`src/rtl/rf_write_queue.sv`:
```
// Register-file write initiator: merges datapath writebacks with an in-order queue of multi-cycle results.
// Optional define RF_WQ_BYPASS_EN builds newest-match bypass data on fwd_a_data/fwd_b_data.
module rf_write_queue #(
    parameter int unsigned DEPTH  = 4,
    parameter int unsigned DATA_W = 32
) (
    input  logic              clk,
    input  logic              rst,
    input  logic              main_we,
    input  logic [4:0]        main_rc,
    input  logic [DATA_W-1:0] main_dc,
    input  logic              sec_valid,
    output logic              sec_ready,
    input  logic [4:0]        sec_rc,
    input  logic [DATA_W-1:0] sec_dc,
    output logic              RegWrite,
    output logic [4:0]        rc,
    output logic [DATA_W-1:0] dc,
    input  logic [4:0]        hz_ra,
    input  logic [4:0]        hz_rb,
    output logic              pend_a,
    output logic              pend_b,
    output logic [DATA_W-1:0] fwd_a_data,
    output logic [DATA_W-1:0] fwd_b_data
);

    localparam int unsigned PW = $clog2(DEPTH);

    logic [4:0]        q_rc [DEPTH];
    logic [DATA_W-1:0] q_dc [DEPTH];
    logic [DEPTH-1:0]  q_vld;
    logic [DEPTH-1:0]  vld_next;
    logic [PW-1:0]     wr_ptr;
    logic [PW-1:0]     rd_ptr;
    logic [PW:0]       count;

    logic main_act;
    logic nonempty;
    logic head_vld;
    logic push;
    logic pop;

    always_comb begin
        main_act  = main_we && (main_rc != 5'd0);
        nonempty  = (count != '0);
        head_vld  = q_vld[rd_ptr];
        sec_ready = (count != (PW+1)'(DEPTH));
        push      = sec_valid && sec_ready && (sec_rc != 5'd0);
        // A killed head is dropped even while the datapath owns the write port.
        pop       = nonempty && (!head_vld || !main_act);
    end

    always_comb begin
        vld_next = q_vld;
        if (main_act) begin
            for (int unsigned i = 0; i < DEPTH; i++) begin
                if (q_rc[i] == main_rc)
                    vld_next[i] = 1'b0;
            end
        end
        if (pop)
            vld_next[rd_ptr] = 1'b0;
        if (push)
            vld_next[wr_ptr] = 1'b1;
    end

    always_ff @(posedge clk or posedge rst) begin
        if (rst) begin
            wr_ptr <= '0;
            rd_ptr <= '0;
            count  <= '0;
            q_vld  <= '0;
        end else begin
            q_vld <= vld_next;
            if (push)
                wr_ptr <= wr_ptr + PW'(1);
            if (pop)
                rd_ptr <= rd_ptr + PW'(1);
            if (push && !pop)
                count <= count + (PW+1)'(1);
            else if (pop && !push)
                count <= count - (PW+1)'(1);
        end
    end

    always_ff @(posedge clk) begin
        if (push) begin
            q_rc[wr_ptr] <= sec_rc;
            q_dc[wr_ptr] <= sec_dc;
        end
    end

    always_comb begin
        RegWrite = 1'b0;
        rc       = '0;
        dc       = '0;
        if (!rst) begin
            if (main_act) begin
                RegWrite = 1'b1;
                rc       = main_rc;
                dc       = main_dc;
            end else if (nonempty && head_vld) begin
                RegWrite = 1'b1;
                rc       = q_rc[rd_ptr];
                dc       = q_dc[rd_ptr];
            end
        end
    end

    always_comb begin
        pend_a = 1'b0;
        pend_b = 1'b0;
        for (int unsigned i = 0; i < DEPTH; i++) begin
            if (q_vld[i] && (q_rc[i] == hz_ra))
                pend_a = 1'b1;
            if (q_vld[i] && (q_rc[i] == hz_rb))
                pend_b = 1'b1;
        end
        if (hz_ra == 5'd0)
            pend_a = 1'b0;
        if (hz_rb == 5'd0)
            pend_b = 1'b0;
    end

`ifdef RF_WQ_BYPASS_EN
    logic [PW-1:0] idx;

    // Walk oldest slot (wr_ptr) to newest (wr_ptr-1); the last match wins.
    always_comb begin
        fwd_a_data = '0;
        fwd_b_data = '0;
        idx        = '0;
        for (int unsigned k = 0; k < DEPTH; k++) begin
            idx = wr_ptr + PW'(k);
            if (q_vld[idx] && (q_rc[idx] == hz_ra) && (hz_ra != 5'd0))
                fwd_a_data = q_dc[idx];
            if (q_vld[idx] && (q_rc[idx] == hz_rb) && (hz_rb != 5'd0))
                fwd_b_data = q_dc[idx];
        end
    end
`else
    assign fwd_a_data = '0;
    assign fwd_b_data = '0;
`endif

endmodule

```
`config.mk`:
```
export PLATFORM = sky130hd
export DESIGN_NAME = rf_write_queue
export DESIGN_NICKNAME = d
export VERILOG_FILES = /design/src/rtl/rf_write_queue.sv
export SDC_FILE = /design/constraint.sdc
export NUM_CORES = 1
export LEC_CHECK = 0
export BUFFER_PORTS_ARGS = -buffer_cell sky130_fd_sc_hd__clkbuf_2
export CELL_PAD_IN_SITES_DETAIL_PLACEMENT = 1
export CELL_PAD_IN_SITES_GLOBAL_PLACEMENT = 2
export CORE_ASPECT_RATIO = 2
export CORE_UTILIZATION = 36
export DETAILED_ROUTE_END_ITERATION = 10
export PLACE_DENSITY = 0.91
export SLEW_MARGIN = 15
export SYNTH_ARGS = -nofsm -noshare
export SYNTH_HDL_FRONTEND = slang
export SYNTH_SLANG_ARGS = --single-unit
export TNS_END_PERCENT = 1
```
`constraint.sdc`:
```
create_clock -name clk -period 3.15 [get_ports clk]
set_clock_uncertainty 0.15 [all_clocks]
set_input_delay 0 -clock clk [delete_from_list [all_inputs] [get_ports clk]]
set_output_delay 0 -clock clk [all_outputs]
set_load 0.01 [all_outputs]
```
* Word level (Yosys, flattened, before mapping)
Memories as Yosys holds them, arrays and structs flattened.
Index checks and enable logic that the tools add are counted.
** Word-level totals
- Output and inout bits :: 105
- Bits in writable memories :: 148
- Input bits :: 88
- Register bits :: 11
- Memories :: 2
** Memories
- q_dc :: words 4, width 32, rd ports 1, clocked after Yosys merged registers in 0, write ports 1, line 30 : logic [DATA_W-1:0] q_dc [DEPTH];
- q_rc :: words 4, width 5, rd ports 5, clocked after Yosys merged registers in 0, write ports 1, line 29 : logic [4:0] q_rc [DEPTH];
** Operators by class
- Equality and inequality tests :: 13
- Reduce and logical (&&, ||, !) cells :: 28
- Multiplexer cells :: 36
- $add $sub $neg :: 4
- Bitwise gates (word level) :: 3
- Order comparisons :: 4
** Operators with widths (count)
- $mux 32 :: 3
- $eq 5x5->1 :: 12
- $mux 1 :: 22
- $logic_and 1x1->1 :: 17
- $mux 5 :: 3
- $mux 4 :: 3
- $logic_not 5->1 :: 2
- $reduce_bool 5->1 :: 2
- $lt 2x3->1 const B :: 2
- $mux 3 :: 2
- $add 2x1->2 const B :: 2
- $and 4x4->4 :: 1
- $demux 1 s2 :: 2
- $ge 2x1->1 const B :: 2
- $logic_not 1->1 :: 4
- $not 4->4 :: 1
- $or 4x4->4 :: 1
- $add 3x1->3 const B :: 1
- $ne 3x3->1 const B :: 1
- $reduce_bool 3->1 :: 1
- $sub 3x1->3 const B :: 1
- $bmux 1 s2 :: 1
- $reduce_bool 2->1 :: 1
- $logic_or 1x1->1 :: 1

* Longest topological paths before layout
Gate-level depths: netlist of the first run.
- Depth in word-level cells :: 9
- Gate-level depth with buffers :: 12

* Least setup slack after synthesis of the first run
No wires, ideal clock.
- Path kind :: register to register
- Start point :: register rd_ptr[0]
- End point :: register count[1]
- Stages on the path, launching flop included :: 8
- Slack :: 0.729 ns
- Buffers on the path :: 0
- Required time :: 2.875 ns
- Period minus slack after synthesis :: 2.421 ns
- Arrival time :: 2.146 ns
- Cells stage by stage :: dfrtp_1 -> mux4_2 -> a21oi_4 -> inv_1 -> ha_1 -> inv_1 -> fa_1 -> mux2_2
** On the way
- Longest elaborated chain between the ends :: 8
** RTL lines
- start, declared :: line 34 : logic [PW-1:0] rd_ptr;
- start signal, assigned :: line 78 : rd_ptr <= rd_ptr + PW'(1);
- $bmux 1 s2 (*) :: line 46 : head_vld = q_vld[rd_ptr];
- $mux 1 (not written as such) (*) :: line 46
- $logic_not 1->1 (*) :: line 50 : pop = nonempty && (!head_vld || !main_act);
- $logic_or 1x1->1 (*) :: line 50
- $logic_and 1x1->1 (*) :: line 50
- $logic_not 1->1 :: line 79 : if (push && !pop)
- $logic_and 1x1->1 :: line 79
- $mux 3 or $reduce_bool 2->1 (tied branches)
- end signal, assigned :: line 80 : count <= count + (PW+1)'(1);
- end signal, assigned :: line 82 : count <= count - (PW+1)'(1);
- end, declared :: line 35 : logic [PW:0] count;
Mark *: on every way between the ends. The rest lies on a longest branch, timed or not. The select of a mux whose other input is x is not followed.
A chain may end at the register's enable or synchronous reset.

* Worst setup path in the final report of the first run
- Start point :: register count[0]
- End point :: output port dc[17]
** On the way
- Longest elaborated chain between the ends :: 5
** RTL lines
- $reduce_bool 3->1 :: line 45 : nonempty = (count != '0);
- $logic_and 1x1->1 :: line 102 : end else if (nonempty && head_vld) begin
- $mux 32 :: line 102
- $mux 32 :: line 98 : if (main_act) begin
- $mux 32 :: line 97 : if (!rst) begin
- end, declared :: line 18 : output logic [DATA_W-1:0] dc,
No other way between the ends.

==> flow_metrics.env, run 1 <==
export IMPL_boundaryPins=193
export IMPL_power_density_mw_per_mm2=785
export IMPL_die_height_um=210
export IMPL_synth_simple_gate_area_share_pct=6.88
export IMPL_finalSetupTns_ns=0
export IMPL_grt_util_met3_pct=3.56
export IMPL_maxClockFrequency_mhz=366
export IMPL_post_route_min_period_ns=2.74
export IMPL_setup_repair_after_global_routing_missed_its_margin="no"
export IMPL_grt_first_pass_wirelength_mm=30.4
export IMPL_setup_violations_final=0
export IMPL_worst_setup_path_type="flop to output port"
export IMPL_initial_core_util_pct=36.9
export IMPL_grt_busiest_layer="met2"
export IMPL_layout_core_utilization_pct=44.9
export IMPL_cts_post_setup_buffers_inserted=0
export IMPL_synthesis_area_sq_mm=0.00778
export IMPL_floorplan_core_area_sq_mm=0.0211
export IMPL_run_status="finished clean"
export IMPL_cts_sinks=159
export IMPL_globalplace_congestion=0.890
export IMPL_finalMaxSlewViolations=0
export IMPL_yosysTopAreaCellShare_pct=57.1
export IMPL_max_cap_violations=0
export IMPL_required_ns=3.00
export IMPL_netlist_top_cells_area="sky130_fd_sc_hd__edfxtp_1 57%, sky130_fd_sc_hd__mux4_2 11%, sky130_fd_sc_hd__buf_4 6.2%"
export IMPL_detailroute_via_count=5007
export IMPL_syn2layout_area_growth_pct=21.7
export IMPL_grt_pass1_vias=5375
export IMPL_clk_latency_ns=0.42
export IMPL_root_buffer="sky130_fd_sc_hd__clkbuf_16"
export IMPL_relSlewSlack_pct=46.4
export IMPL_synth_compound_area_share_pct=3.65
export IMPL_regToRegEndpoint="count[1]"
export IMPL_ant_nets=0
export IMPL_insertedDiodeCount=0
export IMPL_grt_use_met1_pct=18.9
export IMPL_synthesis_area_per_instance_sq_um=14.1
export IMPL_crit_path_end_kind="output port"
export IMPL_drive_gt1_share_pct=29.6
export IMPL_dp_final_hpwl_mm=14.1
export IMPL_worst_path_max_fanout=21
export IMPL_type_of_the_worst_min_delay_path="input port to asynchronous set/reset pin"
export IMPL_worstSetupStartpoint="count[0]"
export IMPL_placementRows=75
export IMPL_cts_buffers=17
export IMPL_netlist_instances=551
export IMPL_post_route_drc_count=0
export IMPL_synthAdderAreaFrac_pct=1.70
export IMPL_ys_seq_elements=159
export IMPL_ctsResizeCount=0
export IMPL_finalCritPeriodShare_pct=86.8
export IMPL_synth_xor_area_share_pct=7.31
export IMPL_cts_htree_levels=4
export IMPL_leakagePower_nw=3.65
export IMPL_portBuffers=128
export IMPL_vias_per_cell=5.03
export IMPL_die_w_um=106
export IMPL_ys_seq_area_share_pct=60.6
export IMPL_pin_count_of_the_biggest_net_entering_global_routing=41
export IMPL_design_final_nets=812
export IMPL_synth_top_family_by_area="multiplexers"
export IMPL_design_power_total_w=0.00744
export IMPL_worst_r2r_startpoint="q_vld[2]"
export IMPL_detailedRoute_firstPassIterationCount=7
export IMPL_fill_cells=2222
export IMPL_worstSetupEndpoint="dc[17]"
export IMPL_wl_per_cell_um=20.3
export IMPL_globalRouteOverflowTotal=0
export IMPL_reg2regPathDepth=7
export IMPL_synth_yosys_warnings=0
export IMPL_die_area_sq_mm=0.0222
export IMPL_cts_buffer_depth=2
export IMPL_clk_transition_reported_paths_ns=0.06
export IMPL_max_vdd_ir_drop_uv=592
export IMPL_yosys_mux_area_fraction_pct=11.1
export IMPL_cell_taking_the_most_area_after_synthesis="sky130_fd_sc_hd__edfxtp_1"
export IMPL_gr_usage_all_layers_pct=19.0
export IMPL_clock_tree_from_tritoncts="yes"
export IMPL_first_iter_violations=229
export IMPL_grt_antenna_before_repair=0
export IMPL_synth_cell_types=33
export IMPL_worst_slew_pin_transition_ns=0.803
export IMPL_hold_viol_final=0
export IMPL_startpoint_type="flop"
export IMPL_worst_ep_arrival_time_ns=2.59
export IMPL_reg2reg_setup_slack_ns=0.61
export IMPL_gr_usage_met2_pct=36.4
export IMPL_wirelength_mm=20.2
-- synthesized netlist by cell type --
cell type                  instances
sky130_fd_sc_hd__edfxtp_1        148
sky130_fd_sc_hd__nand2_1          83
sky130_fd_sc_hd__buf_4            64
sky130_fd_sc_hd__xor2_1           46
sky130_fd_sc_hd__mux4_2           38
sky130_fd_sc_hd__a21oi_1          37
sky130_fd_sc_hd__clkbuf_1         19
sky130_fd_sc_hd__xnor2_1          19
sky130_fd_sc_hd__buf_2            12
sky130_fd_sc_hd__dfrtp_1          11
sky130_fd_sc_hd__ha_1              9
sky130_fd_sc_hd__inv_1             8
sky130_fd_sc_hd__nand3_1           8
sky130_fd_sc_hd__nor4_1            8
sky130_fd_sc_hd__nand4_1           6
sky130_fd_sc_hd__nor3_1            5
sky130_fd_sc_hd__a31o_1            4
sky130_fd_sc_hd__and2_1            4
sky130_fd_sc_hd__o21a_1            3
sky130_fd_sc_hd__buf_1             2
sky130_fd_sc_hd__buf_6             2
sky130_fd_sc_hd__nor2_1            2
sky130_fd_sc_hd__o21ai_0           2
sky130_fd_sc_hd__or4_1             2
sky130_fd_sc_hd__a21oi_4           1
sky130_fd_sc_hd__conb_1            1
sky130_fd_sc_hd__fa_1              1
sky130_fd_sc_hd__mux2_2            1
sky130_fd_sc_hd__nand2b_1          1
sky130_fd_sc_hd__o21ai_1           1
sky130_fd_sc_hd__o311a_1           1
sky130_fd_sc_hd__or3_1             1
sky130_fd_sc_hd__or4_4             1
-- worst max-delay path: stages (launching register included) --
cell                       delay [ns]
sky130_fd_sc_hd__dfrtp_1         0.44
sky130_fd_sc_hd__nor3_1          0.46
sky130_fd_sc_hd__nand2b_1        0.19
sky130_fd_sc_hd__nand2_1         0.07
sky130_fd_sc_hd__nand2_2         0.41
sky130_fd_sc_hd__buf_4           0.36
sky130_fd_sc_hd__a21oi_1         0.09
sky130_fd_sc_hd__clkbuf_2        0.14
-- where the power goes --
group	leakage (nW)	internal [W]	switching, W
clock network	0.283	0.00125	0.000813
logic	1.89	0.00103	0.00131
registers	1.48	0.00280	0.000237
total	3.65	0.00508	0.00236
-- flip-flops by register name (all words and copies together) (netlist names) --
name / count
wr_ptr: 2
count: 3
q_dc: 128
q_vld: 4
rd_ptr: 2
q_rc: 20
-- layout make-up --
cell class              count  area (sq um)  area share, %
flip-flops and latches    159          4720           49.9
multi-input cells         348          2650           28.0
repair buffers            180          1140           12.0
clock buffers              19           433           4.57
well taps                 269           337           3.55
clock inverters            13           161           1.70
inverters                   8          30.0          0.317
-- worst min-delay path by stage --
| stage | to | start | cells after the start | slack [ns] |
|---|---|---|---|---|
| after floorplan | count[0] | rst | 1 | -0.29 |
| after global placement | count[0] | rst | 2 | -0.08 |
| after detailed placement | count[0] | rst | 2 | -0.07 |
| after CTS | q_vld[1] | main_rc[0] | 4 | 0.008 |
| after global routing | q_vld[1] | main_rc[0] | 4 | 0.06 |
| final | q_vld[1] | rst | 3 | 0.005 |
-- metrics by stage --
step | setup slack, ns | hold WS, ns | cell area, sq um | instances
2_1_floorplan | 0.729 | -0.290 | 8020 | 614
3_3_place_gp | 0.653 | -0.0840 | 8450 | 921
3_5_place_dp | 0.611 | -0.0664 | 8450 | 921
4_1_cts | 0.377 | 0.00839 | 9470 | 996
5_1_grt | 0.235 | 0.0643 | 9470 | 996
6_report | 0.414 | 0.00458 | 9470 | 996
-- layout by cell type, fill, tap and decap left out, drive strengths merged, types with 4 or more instances in the layout --
| master | n |
|---|---|
| a21oi | 38 |
| a31o | 4 |
| and2 | 4 |
| buf | 9 |
| clkbuf | 147 |
| clkinv | 5 |
| conb | 64 |
| dfrtp | 11 |
| dlygate4sd3 | 43 |
| edfxtp | 148 |
| ha | 9 |
| inv | 11 |
| mux4 | 38 |
| nand2 | 83 |
| nand3 | 8 |
| nand4 | 6 |
| nor3 | 5 |
| nor4 | 8 |
| xnor2 | 19 |
| xor2 | 46 |
-- cell families (layout without fill, tap and decap cells) --
family                   Yosys count  count (layout)
adder cells (fa/ha/maj)           10              10
flip-flops                       159             159
other                              1              64
AO/OA/AOI/OAI                     49              49
XOR/XNOR                          65              65
multiplexers                      39              39
AND/OR/NAND/NOR                  121             121
buffers and inverters            107             220
-- routing by layer --
metal  up-vias  wire length, um
met5         -                0
met4         0              757
met3        46              761
met2       191            11700
met1      2568             7000
li1       2202                -
-- timing repair --
item	in CTS	in global routing
hold endpoints to repair	164	0
hold buffers	43	0
endpoints found under the setup margin	0	0
(Power assumes the default switching activity.)
==> inputs of run 2 (changes only) <==
CORE_UTILIZATION = 37   (was 36)
CTS_BUF_LIST = sky130_fd_sc_hd__clkbuf_4   (was unset)
GPL_ROUTABILITY_DRIVEN = 1   (was unset)
PLACE_DENSITY = 0.93   (was 0.91)
==> run 2 against run 1 <==
Effect of this change:
- combinational power increased by 3%
- routed wire length decreased by 3.6%
- total power shrank 10%
- sequential cell count stayed put
- setup slack got worse by 0.34 ns
- critical path depth grew 4
- worst hold slack better by 0.044 ns
- largest cell class unchanged
- highest routed layer unchanged
==> flow_metrics.env, run 2 (synthesized netlist as in run 1, its figures left out) <==
export IMPL_run_status="finished clean"
export IMPL_most_common_layout_cells="148 x sky130_fd_sc_hd__edfxtp_1, 128 x sky130_fd_sc_hd__clkbuf_2, 83 x sky130_fd_sc_hd__nand2_1, 64 x sky130_fd_sc_hd__conb_1, 60 x sky130_fd_sc_hd__dlygate4sd3_1"
export IMPL_die_w_um=105
export IMPL_hold_viol_final=0
export IMPL_finalInstanceArea_sq_mm=0.00941
export IMPL_detailroute_via_count=4939
export IMPL_reg2regPathDepth=6
export IMPL_cts_buffers=17
export IMPL_clk_transition_reported_paths_ns=0.14
export IMPL_cpMaxStageDelayCell="sky130_fd_sc_hd__dlygate4sd3_1"
export IMPL_type_of_the_worst_min_delay_path="input port to flop"
export IMPL_gr_usage_all_layers_pct=18.8
export IMPL_grt_first_pass_wirelength_mm=29.7
export IMPL_cp_slowest_stage_delay_ns=0.59
export IMPL_dp_final_hpwl_mm=14.0
export IMPL_hp_start="sec_dc[23]"
export IMPL_finalSetupTns_ns=0
export IMPL_clock_tree_from_tritoncts="yes"
export IMPL_required_ns=3.44
export IMPL_globalRouteOverflowTotal=0
export IMPL_cts_htree_levels=4
export IMPL_worst_setup_path_type="input port to flop"
export IMPL_grt_util_met3_pct=3.46
export IMPL_setup_violations_final=0
export IMPL_clk_latency_ns=0.56
export IMPL_post_route_drc_count=0
export IMPL_regToRegEndpoint="q_vld[2]"
export IMPL_largest_register_ffs=128
export IMPL_die_height_um=207
export IMPL_grt_use_met1_pct=17.1
export IMPL_design_final_nets=832
export IMPL_crit_path_end_kind="flop"
export IMPL_leakagePower_nw=3.61
export IMPL_drive_gt1_share_pct=29.6
export IMPL_startpoint_type="input port"
export IMPL_power_density_mw_per_mm2=708
export IMPL_vias_per_cell=4.87
export IMPL_ant_nets=0
export IMPL_first_iter_violations=197
export IMPL_worst_slew_pin_transition_ns=0.829
export IMPL_most_common_cell_after_layout_fill_and_taps_aside="sky130_fd_sc_hd__edfxtp_1"
export IMPL_gr_usage_met2_pct=37.2
export IMPL_cts_hold_buf=60
export IMPL_max_vdd_ir_drop_uv=367
export IMPL_die_area_sq_mm=0.0217
export IMPL_post_route_min_period_ns=3.08
export IMPL_pin_count_of_the_biggest_net_entering_global_routing=41
export IMPL_cts_sinks=159
export IMPL_ctsResizeCount=0
export IMPL_worst_ep_arrival_time_ns=3.37
export IMPL_worst_path_max_fanout=8
export IMPL_reg2reg_setup_slack_ns=0.42
export IMPL_cts_buffer_depth=2
export IMPL_root_buffer="sky130_fd_sc_hd__clkbuf_4"
export IMPL_dpl_cell_area_sq_mm=0.00851
export IMPL_maxClockFrequency_mhz=325
export IMPL_boundaryPins=193
export IMPL_finalCritPeriodShare_pct=97.6
export IMPL_max_cap_violations=0
export IMPL_grt_pass1_vias=5365
export IMPL_setup_repair_after_global_routing_missed_its_margin="no"
export IMPL_cts_post_setup_buffers_inserted=0
export IMPL_worstHoldEndpoint="q_dc[3][23]"
export IMPL_wirelength_mm=19.5
export IMPL_hold_depth=2
export IMPL_grt_busiest_layer="met2"
export IMPL_placementRows=74
export IMPL_worst_r2r_startpoint="q_rc[2][1]"
export IMPL_syn2layout_area_growth_pct=20.8
export IMPL_finalMaxSlewViolations=0
export IMPL_wl_per_cell_um=19.2
export IMPL_critical_path_cell_chain="dlygate4sd3_1 > clkbuf_2 > or4_4 > o21a_2 > dlygate4sd3_1 > a21oi_4 > inv_1 > ha_1 > inv_1 > fa_1 > mux2_2"
export IMPL_initial_core_util_pct=37.9
export IMPL_floorplan_core_area_sq_mm=0.0206
export IMPL_globalplace_congestion=0.929
export IMPL_portBuffers=128
export IMPL_largest_register="q_dc"
export IMPL_grt_antenna_before_repair=1
export IMPL_detailedRoute_firstPassIterationCount=4
export IMPL_relSlewSlack_pct=44.8
export IMPL_layout_core_utilization_pct=45.8
export IMPL_layout_top_registers="q_dc: 128 flops, q_rc: 20 flops, q_vld: 4 flops"
## run 2: cell count changes in the layout (fill, tap and decap cells not counted), moves of 2 or more
| cell | before | now |
|---|---|---|
| sky130_fd_sc_hd__clkbuf_1 | 2 | 0 |
| sky130_fd_sc_hd__clkbuf_16 | 17 | 0 |
| sky130_fd_sc_hd__clkinv_1 | 2 | 0 |
| sky130_fd_sc_hd__clkbuf_4 | 0 | 18 |
| sky130_fd_sc_hd__buf_12 | 0 | 4 |
| sky130_fd_sc_hd__dlygate4sd3_1 | 43 | 60 |
## run 2: worst max path at each step
stage,startpoint,endpoint,slack (ns),cells after the start
2_1_floorplan,rd_ptr[0],count[1],0.73,7
3_3_place_gp,main_rc[0],count[1],0.66,9
3_5_place_dp,q_vld[3],count[1],0.63,7
4_1_cts,main_rc[0],count[1],0.12,11
5_1_grt,main_rc[0],count[1],0.0005,11
6_report,main_rc[0],count[1],0.07,11
## run 2: worst max-delay path: cells and delay by family
kind	cells	cell delay, ns
AO/OA/AOI/OAI	2	0.46
adder cells (fa/ha/maj)	2	0.61
AND/OR/NAND/NOR	1	0.58
multiplexers	1	0.26
buffers and inverters	5	1.45
## run 2: routing by layer
| metal | routed length, um | part of all wire [%] |
|---|---|---|
| met5 | 0 | 0 |
| met4 | 924 | 4.7 |
| met3 | 668 | 3.4 |
| met2 | 11400 | 59 |
| met1 | 6470 | 33 |
## run 2: per-stage QoR
step                setup slack (ns)  total power (W)  std cells  hold slack [ns]
global route                0.000504          0.00703       1014           0.0149
CTS                            0.119          0.00676       1013         0.000838
detailed placement             0.626          0.00543        921          -0.0968
finish                        0.0748          0.00666       1014           0.0486
floorplan                      0.729          0.00467        614           -0.290
global placement               0.665          0.00536        921           -0.107
## run 2: layout make-up
| class | instances | area [sq um] |
|---|---|---|
| Multi-Input combinational cell | 348 | 2650 |
| Antenna cell | 1 | 2.50 |
| Clock inverter | 14 | 156 |
| Timing Repair Buffer | 200 | 1380 |
| Inverter | 8 | 30.0 |
| Sequential cell | 159 | 4720 |
| Tap cell | 266 | 333 |
| Clock buffer | 18 | 135 |
| Fill cell | 2152 | 11100 |
## run 2: report_power, final
group          switching, W  leakage (nW)  internal (W)
Combinational       0.00131          1.98       0.00112
Clock              0.000721         0.152      0.000493
Sequential         0.000231          1.48       0.00279
Total               0.00226          3.61       0.00440
